`config.mk`:
```
export PLATFORM = sky130hd
export DESIGN_NAME = rewire_out_fifo
export DESIGN_NICKNAME = d
export VERILOG_FILES = /design/src/rtl/rewire_out_fifo.sv
export SDC_FILE = /design/constraint.sdc
export NUM_CORES = 1
export LEC_CHECK = 0
export BUFFER_PORTS_ARGS = -buffer_cell sky130_fd_sc_hd__buf_2
export CORE_AREA = 2 2 130 132
export CTS_BUF_LIST = sky130_fd_sc_hd__clkbuf_8
export DETAILED_ROUTE_END_ITERATION = 8
export DIE_AREA = 0 0 132 134
export PLACE_DENSITY = 0.66
export SYNTH_ARGS = -nofsm -noshare
export SYNTH_HDL_FRONTEND = slang
export SYNTH_SLANG_ARGS = --single-unit
```
`constraint.sdc`:
```
create_clock -name clk -period 4.6 [get_ports clk]
set_clock_uncertainty 0.15 [all_clocks]
set_input_delay 0.23 -clock clk [delete_from_list [all_inputs] [get_ports clk]]
set_output_delay 0.23 -clock clk [all_outputs]
set_load 0.01 [all_outputs]
```
`src/rtl/rewire_out_fifo.sv`:
```
// ---------------------------------------------------------------------------
// rewire_out_fifo
//
// Consumer of the 16-bit word stream coming out of the ReWire `top_level`
// pipeline. Each incoming word is classified by its two-bit tag.
// Idle and illegal words are discarded. Accepted words are counted per
// class and buffered in a DEPTH-entry circular FIFO. The FIFO drains to
// the host through a valid/ready handshake.
//
// Ports
//   clk         single clock, all state changes on the rising edge
//   rst         asynchronous active-low reset (no clock needed)
//   __in0       word from the upstream __out0 stream
//   in_valid    __in0 carries a word this cycle (never back-pressured)
//   clear       synchronous clear of counters and sticky flags (FIFO kept)
//   out_word    head-of-FIFO word, zero while the FIFO is empty
//   out_kind    class of the head word: 0 PLAIN, 1 TAGGED, 3 PAIR
//   out_valid   FIFO not empty
//   out_ready   host accepts the head word when out_valid is also high
//   cnt_plain   accepted PLAIN words   (saturating)
//   cnt_tagged  accepted TAGGED words  (saturating)
//   cnt_pair    accepted PAIR words    (saturating)
//   drop_count  candidates lost because the FIFO was full (saturating)
//   level       current FIFO occupancy, 0..DEPTH
//   overflow    sticky, set by any drop
//   illegal     sticky, set by any word carrying tag 2'b10
// ---------------------------------------------------------------------------
module rewire_out_fifo #(
  parameter int DEPTH = 8,
  parameter int CW    = 8
) (
  input  logic                     clk,
  input  logic                     rst,
  input  logic [15:0]              __in0,
  input  logic                     in_valid,
  input  logic                     clear,
  output logic [15:0]              out_word,
  output logic [1:0]               out_kind,
  output logic                     out_valid,
  input  logic                     out_ready,
  output logic [CW-1:0]            cnt_plain,
  output logic [CW-1:0]            cnt_tagged,
  output logic [CW-1:0]            cnt_pair,
  output logic [CW-1:0]            drop_count,
  output logic [$clog2(DEPTH):0]   level,
  output logic                     overflow,
  output logic                     illegal
);

  localparam int AW = $clog2(DEPTH);
  localparam int LW = AW + 1;

  localparam logic [1:0] TAG_PLAIN   = 2'b00;
  localparam logic [1:0] TAG_TAGGED  = 2'b01;
  localparam logic [1:0] TAG_ILLEGAL = 2'b10;
  localparam logic [1:0] TAG_PAIR    = 2'b11;

  localparam logic [LW-1:0] LEVEL_FULL = LW'(DEPTH);
  localparam logic [CW-1:0] CNT_MAX    = '1;

  // Class counter slots, used by the generate loop below.
  localparam int N_CLASS  = 3;
  localparam int IDX_PLAIN  = 0;
  localparam int IDX_TAGGED = 1;
  localparam int IDX_PAIR   = 2;

  // ------------------------------------------------------------------------
  // Classification of the incoming word
  // ------------------------------------------------------------------------
  logic [1:0]         in_tag;
  logic               in_is_idle;
  logic               in_is_illegal;
  logic               in_candidate;
  logic [N_CLASS-1:0] in_class_hit;

  assign in_tag        = __in0[15:14];
  // A PLAIN word with an all-zero payload is a bubble from the pipeline.
  assign in_is_idle    = (in_tag == TAG_PLAIN) && (__in0[8:0] == 9'h000);
  assign in_is_illegal = in_valid && (in_tag == TAG_ILLEGAL);
  assign in_candidate  = in_valid && (in_tag != TAG_ILLEGAL) && !in_is_idle;

  assign in_class_hit[IDX_PLAIN]  = (in_tag == TAG_PLAIN);
  assign in_class_hit[IDX_TAGGED] = (in_tag == TAG_TAGGED);
  assign in_class_hit[IDX_PAIR]   = (in_tag == TAG_PAIR);

  // ------------------------------------------------------------------------
  // FIFO control
  // ------------------------------------------------------------------------
  logic [AW-1:0] wr_ptr_reg;
  logic [AW-1:0] rd_ptr_reg;
  logic [LW-1:0] level_reg;
  logic [LW-1:0] level_next;

  logic fifo_empty;
  logic fifo_full;
  logic do_pop;
  logic do_push;
  logic do_drop;

  assign fifo_empty = (level_reg == '0);
  assign fifo_full  = (level_reg == LEVEL_FULL);

  // The pop is decided from registered state and out_ready only, so a full
  // FIFO can still accept a word in the cycle its head leaves.
  assign do_pop  = !fifo_empty && out_ready;
  assign do_push = in_candidate && (!fifo_full || do_pop);
  assign do_drop = in_candidate && !do_push;

  always_comb begin
    level_next = level_reg;
    case ({do_push, do_pop})
      2'b10:   level_next = level_reg + LW'(1);
      2'b01:   level_next = level_reg - LW'(1);
      default: level_next = level_reg;
    endcase
  end

  // Pointers are AW bits wide, so the natural wrap of the adder gives the
  // modulo-DEPTH behaviour for any power-of-two depth.
  always_ff @(posedge clk or negedge rst) begin
    if (!rst) begin
      wr_ptr_reg <= '0;
      rd_ptr_reg <= '0;
      level_reg  <= '0;
    end else begin
      if (do_push) begin
        wr_ptr_reg <= wr_ptr_reg + AW'(1);
      end
      if (do_pop) begin
        rd_ptr_reg <= rd_ptr_reg + AW'(1);
      end
      level_reg <= level_next;
    end
  end

  // ------------------------------------------------------------------------
  // Storage: 18 bits per entry, {kind, word}. The array is not reset; the
  // pointers and level define which entries are meaningful.
  // ------------------------------------------------------------------------
  logic [17:0] mem [DEPTH];
  logic [17:0] head_entry;

  always_ff @(posedge clk) begin
    if (do_push) begin
      mem[wr_ptr_reg] <= {in_tag, __in0};
    end
  end

  // The head is read straight from the array at the registered read
  // pointer. It is forced to zero while empty so that reset (which empties
  // the FIFO asynchronously) also zeroes out_word and out_kind.
  assign head_entry = fifo_empty ? 18'h0_0000 : mem[rd_ptr_reg];

  assign out_kind  = head_entry[17:16];
  assign out_word  = head_entry[15:0];
  assign out_valid = !fifo_empty;
  assign level     = level_reg;

  // ------------------------------------------------------------------------
  // Per-class counters. A class counter only moves when its word was
  // really pushed. clear takes priority over any event in the same cycle.
  // ------------------------------------------------------------------------
  logic [CW-1:0] cnt_reg [N_CLASS];

  for (genvar gi = 0; gi < N_CLASS; gi++) begin : g_class_cnt
    always_ff @(posedge clk or negedge rst) begin
      if (!rst) begin
        cnt_reg[gi] <= '0;
      end else if (clear) begin
        cnt_reg[gi] <= '0;
      end else if (do_push && in_class_hit[gi] && (cnt_reg[gi] != CNT_MAX)) begin
        cnt_reg[gi] <= cnt_reg[gi] + CW'(1);
      end
    end
  end

  assign cnt_plain  = cnt_reg[IDX_PLAIN];
  assign cnt_tagged = cnt_reg[IDX_TAGGED];
  assign cnt_pair   = cnt_reg[IDX_PAIR];

  // ------------------------------------------------------------------------
  // Drop counter and sticky status
  // ------------------------------------------------------------------------
  logic [CW-1:0] drop_count_reg;
  logic          overflow_reg;
  logic          illegal_reg;

  always_ff @(posedge clk or negedge rst) begin
    if (!rst) begin
      drop_count_reg <= '0;
      overflow_reg   <= 1'b0;
      illegal_reg    <= 1'b0;
    end else if (clear) begin
      drop_count_reg <= '0;
      overflow_reg   <= 1'b0;
      illegal_reg    <= 1'b0;
    end else begin
      if (do_drop) begin
        overflow_reg <= 1'b1;
        if (drop_count_reg != CNT_MAX) begin
          drop_count_reg <= drop_count_reg + CW'(1);
        end
      end
      if (in_is_illegal) begin
        illegal_reg <= 1'b1;
      end
    end
  end

  assign drop_count = drop_count_reg;
  assign overflow   = overflow_reg;
  assign illegal    = illegal_reg;

endmodule

```
==> results_dict.tcl, run 1 <==
set metrics [dict create \
    status "complete, no violations" \
    critPathLaunchType "flop" \
    r2r_start "level[2]$_DFFE_PN0P_" \
    rows 47 \
    grt_pass1_vias 4392 \
    cpLargestDelayFamily "flip-flops" \
    tightest_slew_ns 1.17 \
    finalMaxSlewViolations 0 \
    cts_sinks 172 \
    synth.area.top_cells "edfxtp_1 (52%), dfrtp_1 (15%), mux4_2 (9.8%), mux2i_1 (3.0%), xnor2_1 (2.9%)" \
    wirelength_um 14600 \
    period_share_pct 68.5 \
    via_count 4229 \
    core_area_mm2 0.0163 \
    hold_start "clear" \
    synth-seq-cells 172 \
    netlist_instances 458 \
    synth_edf_count 128 \
    slowest_delay_ns 0.93 \
    cts.path.max_buffers 2 \
    p_comb_share_pct 27.0 \
    ant_nets 0 \
    worst_slack_ns 1.45 \
    period_minus_slack_ns 3.15 \
    grt_max_degree 45 \
    fin_nets 589 \
    grt.total_usage_pct 17.6 \
    p_leak_nw 3.19 \
    path_class "reg -> out" \
    fillers 1364 \
    r2r_setup_slack_ns 1.73 \
    crit_fanout 24 \
    grt_pass1_wl_um 23700 \
    clk_latency_ns 0.44 \
    ir_drop_mv 0.247 \
    ys_seq_area_share_pct 67.3 \
    areaGrowthSynthToFinish_pct 16.9 \
    pre_cts_slack_ns 1.67 \
    cts_root_buf "clkbuf_8" \
    netlist.area_leader.share_pct 52.3 \
    finalHoldViolations 0 \
    area.sequential_mm2 0.00495 \
    num_io_pins 78 \
    intPower_w 0.00299 \
    multi_input_area_mm2 0.00233 \
    io_buffers 77 \
    cts_tree "built" \
    drt_iter0_drc 204 \
    crit_chain "buf_4 > mux4_2 > mux2i_1 > nor2_1 > buf_2" \
    dp_hpwl_um 9120 \
    dieArea_mm2 0.0177 \
    crit_slowest_cell "dfrtp_2" \
    max_flop_register "mem" \
    p_clk_share_pct 23.7 \
    synth_nets 488 \
    synth_ff_type "edfxtp_1" \
    power_density_mw_per_mm2 503 \
    fp.dieW_um 132 \
    worstHoldEndpoint "cnt_plain[2]$_DFFE_PN0P_" \
    start_util_pct 45.1 \
    largest_reg_flops 128 \
    utilization_pct 52.7 \
    reg2reg_depth 10 \
    antenna_found_initial 0 \
    yosys_warnings 0 \
    post_cts_buffers 0 \
    synth_cell_types 49 \
    syn_area_mm2 0.00734 \
    timing.hold.ws_ns 0.139 \
    finalSetupViolations 0 \
    synth_top_area_cell "edfxtp_1" \
    async_reset_ff_share_pct 25.6 \
    fmax_mhz 317 \
    worst-path-stages 5 \
    vias_per_cell 5.34 \
    drive_above_1_share_pct 29.0 \
    die_h_um 134 \
    syn_area_per_cell_um2 16.0 \
    end_kind "primary output" \
    drt_pre_antenna_iters 4 \
    critPathRequiredTime_ns 4.22 \
    routabilityCongestion 0.790 \
    critPathBufInv 2 \
    tns_ns 0 \
    crit_arrival_ns 2.77 \
    cts-htree-levels 4 \
    grt_setup_unrepaired "no" \
    globalRouteOverflowTotal 0 \
    antenna_cells 0 \
    drc 0 \
    power_switching_share_pct 30.7 \
    worst_hold_path_type "in -> reg" \
    reg2reg_to "level[3]$_DFFE_PN0P_" \
    clkTransAtPathRegs_ns 0.08 \
    hold_depth 2 \
    route.detailed.wl_per_inst_um 18.4 \
    cap_violations 0 \
    power.switching_w 0.00132 \
    cts_buffers 17 \
    slew_headroom_pct 21.8 \
    p_seq_share_pct 49.3 \
]
## cell usage after synthesis (all sizes together) (2+ instances only)
| cell | n |
|---|---|
| nor3 | 11 |
| a211oi | 2 |
| nor4b | 4 |
| nor2 | 54 |
| xor2 | 6 |
| nand4 | 6 |
| inv | 5 |
| buf | 10 |
| nand2b | 3 |
| nand2 | 20 |
| nor3b | 4 |
| mux2i | 22 |
| ha | 8 |
| nor4 | 14 |
| a21oi | 6 |
| and3 | 6 |
| or3 | 2 |
| clkbuf | 11 |
| xnor2 | 24 |
| o21ai | 2 |
| mux2 | 2 |
| nand3 | 19 |
| and4 | 2 |
| a31oi | 2 |
| and2 | 2 |
| mux4 | 32 |
| edfxtp | 128 |
| dfrtp | 44 |
## per-stage QoR
step                std cells  total power [W]  cell area (um2)
finish                    792          0.00432             8590
global route              792          0.00455             8590
CTS                       792          0.00438             8590
detailed placement        741          0.00335             8010
global placement          741          0.00331             8010
floorplan                 458          0.00292             7340
## layout make-up
| cell class | instances | share of cell area (%) |
|---|---|---|
| timing repair buffer | 103 | 7.32 |
| multi-input combinational | 260 | 27.1 |
| sequential | 172 | 57.6 |
| clock buffer | 17 | 2.73 |
| inverter | 5 | 0.219 |
| tap | 220 | 3.21 |
| clock inverter | 15 | 1.79 |
## placed cells by master (no fill, tap or decap), types with 7 or more instances in the layout
cell type	Yosys	routed
clkbuf_8	0	17
mux2i_1	22	22
dfrtp_1	44	42
nor4_1	12	11
nor2_1	52	52
dlygate4sd3_1	0	19
buf_4	3	7
edfxtp_1	128	128
xnor2_1	24	24
ha_1	8	8
nand2_1	19	19
buf_2	4	77
mux4_2	32	32
nand3_1	19	19
## routing by layer
metal,vias to the layer above,track usage [%],share of wire (%)
met5,-,0,0
met4,0,5.50,0.92
met3,12,4.50,3.9
met2,94,30.0,52
met1,2171,22.4,43
li1,1952,-,-
## repair_timing
action | in CTS | in global routing
endpoints found under the hold margin | 170 | 0
resized for setup | 0 | 0
hold buffers | 19 | 0
## kinds of logic after synthesis
group,Yosys count,synth area share [%]
buf+inv,26,1.65
mux,56,13.2
simple gates,149,11.0
fa+ha+maj,9,1.64
xor+xnor,30,3.58
flops,172,67.3
compound gates,16,1.60
## worst max path at each step
stage	startpoint	to
2_1_floorplan	level[3]$_DFFE_PN0P_	mem[2][0]$_DFFE_PP_
3_3_place_gp	__in0[5]	level[3]$_DFFE_PN0P_
3_5_place_dp	__in0[15]	mem[1][5]$_DFFE_PP_
4_1_cts	rd_ptr_reg[0]$_DFFE_PN0P_	out_word[15]
5_1_grt	rd_ptr_reg[0]$_DFFE_PN0P_	out_kind[1]
6_report	rd_ptr_reg[0]$_DFFE_PN0P_	out_kind[1]
## power groups by stage
stage | Clock [W] | Combinational, W | Sequential (W)
2_1_floorplan | 0 | 0.000957 | 0.00196
3_3_place_gp | 0 | 0.00115 | 0.00216
3_5_place_dp | 0 | 0.00117 | 0.00217
4_1_cts | 0.00106 | 0.00119 | 0.00214
5_1_grt | 0.00111 | 0.00127 | 0.00216
6_report | 0.00102 | 0.00116 | 0.00213
## worst register-to-register path: stages (launching register included)
cell and delay (ns):
dfrtp_1 0.44, or3_4 0.46, nor2_8 0.30, inv_2 0.10, nand2_2 0.13, a21oi_1 0.13
ha_1 0.34, a21o_1 0.18, a21oi_1 0.19, mux2i_1 0.25, xnor2_1 0.14
(Power assumes the default switching activity.)
==> run 2, diff against run 1 <==
--- a/config.mk
+++ b/config.mk
@@ -5,11 +5,12 @@
 export SDC_FILE = /design/constraint.sdc
 export NUM_CORES = 1
 export LEC_CHECK = 0
+export ABC_AREA = 1
 export BUFFER_PORTS_ARGS = -buffer_cell sky130_fd_sc_hd__buf_2
-export CORE_AREA = 2 2 130 132
+export CORE_AREA = 2 2 131 133
 export CTS_BUF_LIST = sky130_fd_sc_hd__clkbuf_8
 export DETAILED_ROUTE_END_ITERATION = 8
-export DIE_AREA = 0 0 132 134
+export DIE_AREA = 0 0 133 135
 export PLACE_DENSITY = 0.66
 export SYNTH_ARGS = -nofsm -noshare
 export SYNTH_HDL_FRONTEND = slang
==> constraint.sdc (replaced) <==
create_clock -name clk -period 3.2 [get_ports clk]
set_clock_uncertainty 0.15 [all_clocks]
set_input_delay 0.16 -clock clk [delete_from_list [all_inputs] [get_ports clk]]
set_output_delay 0.16 -clock clk [all_outputs]
set_load 0.01 [all_outputs]
==> run 2 against run 1 <==
Against the previous run: global-route usage increased by 1.9 points; first-iteration DRC count increased by 66%; combinational power rose by 90%; die area grew 1.5%.
==> results_dict.tcl, run 2 <==
set metrics [dict create \
    syn_area_mm2 0.00752 \
    tightest_slew_ns 1.00 \
    cts_tree "built" \
    drt_iter0_drc 338 \
    yosys_warnings 0 \
    fmax_mhz 371 \
    max_flop_register "mem" \
    drc 0 \
    cts-htree-levels 4 \
    critPathRequiredTime_ns 2.89 \
    status "complete, no violations" \
    cts_buffers 17 \
    cts.path.max_buffers 2 \
    yosysMostFrequentCell "nor2_1" \
    io_buffers 77 \
    routabilityCongestion 0.859 \
    ys_seq_area_share_pct 65.8 \
    rows 47 \
    final_cell_mix "nor2_1 (142), edfxtp_1 (128), o21ai_0 (83)" \
    dieArea_mm2 0.0180 \
    globalRouteOverflowTotal 0 \
    grt_max_degree 57 \
    mostFrequentLayoutCell "nor2_1" \
    ant_nets 0 \
    largest_reg_flops 128 \
    antenna_found_initial 0 \
    synth_cell_types 35 \
    async_reset_ff_share_pct 25.6 \
    syn_area_per_cell_um2 10.8 \
    synth_edf_count 128 \
    clkTransAtPathRegs_ns 0.08 \
    finalSetupViolations 0 \
    hold_buffers 20 \
    fin_nets 830 \
    antenna_cells 0 \
    netlist.area_leader.share_pct 51.1 \
    drive_above_1_share_pct 16.4 \
    ir_drop_mv 0.477 \
    fillers 1415 \
    slowest_delay_ns 0.53 \
    period_minus_slack_ns 2.70 \
    grt.total_usage_pct 19.6 \
    dp_hpwl_um 10200 \
    vias_per_cell 5.31 \
    num_io_pins 78 \
    p_leak_nw 3.50 \
    finalHoldViolations 0 \
    wirelength_um 16700 \
    period_share_pct 84.2 \
    post_cts_resize_count 0 \
    cpLargestDelayFamily "compound AO/OA/AOI/OAI gates" \
    route.detailed.wl_per_inst_um 16.2 \
    areaGrowthSynthToFinish_pct 15.7 \
    die_h_um 135 \
    synthTopCellsByCount "nor2_1 (142), edfxtp_1 (128), o21ai_0 (83)" \
    via_count 5470 \
    cts_root_buf "clkbuf_8" \
    grt_setup_unrepaired "no" \
    critPathBufInv 2 \
    synth.area.top_cells "edfxtp_1 (51%), dfrtp_1 (15%), nor2_1 (7.1%), o21ai_0 (5.5%), nand2_1 (3.9%)" \
    finalMaxSlewViolations 0 \
    grt_pass1_wl_um 27100 \
    crit_chain "buf_4 > o21ai_0 > o22ai_1 > o21ai_0 > a31oi_1 > buf_2" \
    post_cts_buffers 0 \
    synth_ff_type "edfxtp_1" \
    fp.dieW_um 133 \
    grt_pass1_vias 5241 \
    crit_fanout 56 \
    drt_pre_antenna_iters 6 \
    start_util_pct 45.8 \
    synth-seq-cells 172 \
    cap_violations 0 \
    critPathLaunchType "flop" \
    tns_ns 0 \
    synth_nets 729 \
    clk_latency_ns 0.45 \
    path_class "reg -> out" \
    crit_slowest_cell "buf_4" \
    worst_hold_path_type "in -> reg" \
    slew_headroom_pct 33.3 \
    synth_top_area_cell "edfxtp_1" \
    end_kind "primary output" \
    cts_sinks 172 \
    path_common_cell "o21ai_0" \
    finalPower_w 0.00628 \
    crit_arrival_ns 2.39 \
    power_density_mw_per_mm2 722 \
    netlist_instances 699 \
    core_area_mm2 0.0164 \
]
==> run 2: cell types whose count changed after synthesis, sizes merged, moves of 16 or more <==
cell / change
o21ai: +88
nand2: +61
inv: +27
xnor2: -18
mux4: -32
mux2i: -21
o22ai: +16
nor2: +93
nand3: +29
clkbuf: +16
==> run 2: cells by family (layout without fill, tap and decap cells) <==
logic type | count (synthesis) | count (layout) | synth area share [%]
xor gates and xnor gates | 19 | 19 | 2.21
adders and majority gates | 9 | 9 | 1.60
muxes | 1 | 1 | 0.133
AOI/OAI and AO/OA | 131 | 131 | 9.40
buffers and inverters | 65 | 176 | 3.39
DFF | 172 | 172 | 65.8
and+or+nand+nor | 302 | 302 | 17.5
==> run 2: worst paths after layout <==
path / to / slack (ns) / cells past startpoint / startpoint
max in group asynchronous: rd_ptr_reg[0]$_DFFE_PN0P_ / 1.95 / 2 / rst
setup / recovery: out_word[14] / 0.50 / 6 / rd_ptr_reg[0]$_DFFE_PN0P_
hold reg to reg: overflow$_DFFE_PN0P_ / 0.36 / 1 / overflow$_DFFE_PN0P_
hold / removal: wr_ptr_reg[0]$_DFFE_PN0P_ / 0.15 / 5 / in_valid
min in group asynchronous: wr_ptr_reg[1]$_DFFE_PN0P_ / 0.27 / 2 / rst
setup reg to reg: level[3]$_DFFE_PN0P_ / 0.83 / 15 / level[0]$_DFFE_PN0P_
==> run 2: worst register-to-register path, cell delays in order, from the launching register on <==
cell	delay, ns
dfrtp_1	0.43
nor2_2	0.16
nand3_2	0.09
nand2_1	0.12
inv_1	0.10
nand2_1	0.17
inv_1	0.09
ha_1	0.33
a21oi_1	0.14
nand2_1	0.09
nand4_1	0.10
nand2_1	0.08
nand2_1	0.07
nand2_1	0.05
nand2_1	0.06
inv_1	0.04
==> run 2: report_power, final <==
group	internal [W]	switching, W	total [W]	leakage (nW)
logic	0.000753	0.00145	0.00220	1.59
clock network	0.000580	0.000704	0.00128	0.159
registers	0.00266	0.000133	0.00279	1.75
total	0.00399	0.00229	0.00628	3.50
==> run 2: cell type report <==
| type | count | area, um2 | share of cell area (%) |
|---|---|---|---|
| well taps | 220 | 275 | 3.17 |
| flip-flops and latches | 172 | 4950 | 56.9 |
| repair buffers | 114 | 713 | 8.20 |
| clock buffers | 17 | 234 | 2.69 |
| inverters | 33 | 124 | 1.42 |
| multi-input cells | 462 | 2320 | 26.7 |
| clock inverters | 12 | 85.1 | 0.978 |
==> run 2: metrics by stage <==
step,utilization (%),hold WS [ns],instances,setup WS [ns],area [um2]
floorplan,-,-0.286,699,0.853,7520
global placement,49.8,0.225,981,0.998,8180
detailed placement,49.8,0.243,981,0.884,8180
CTS,53.0,0.127,1030,0.517,8700
global route,53.0,0.161,1030,0.364,8700
finish,53.0,0.153,1030,0.504,8700
==> run 2: metal layers <==
metal | GRT usage, % | part of all wire (%) | vias to the layer above
met1 | 25.6 | 42 | 2634
met4 | 7.11 | 1.6 | 0
met2 | 32.3 | 50 | 175
met3 | 4.47 | 6.3 | 20
met5 | 0 | 0 | -
li1 | - | - | 2641
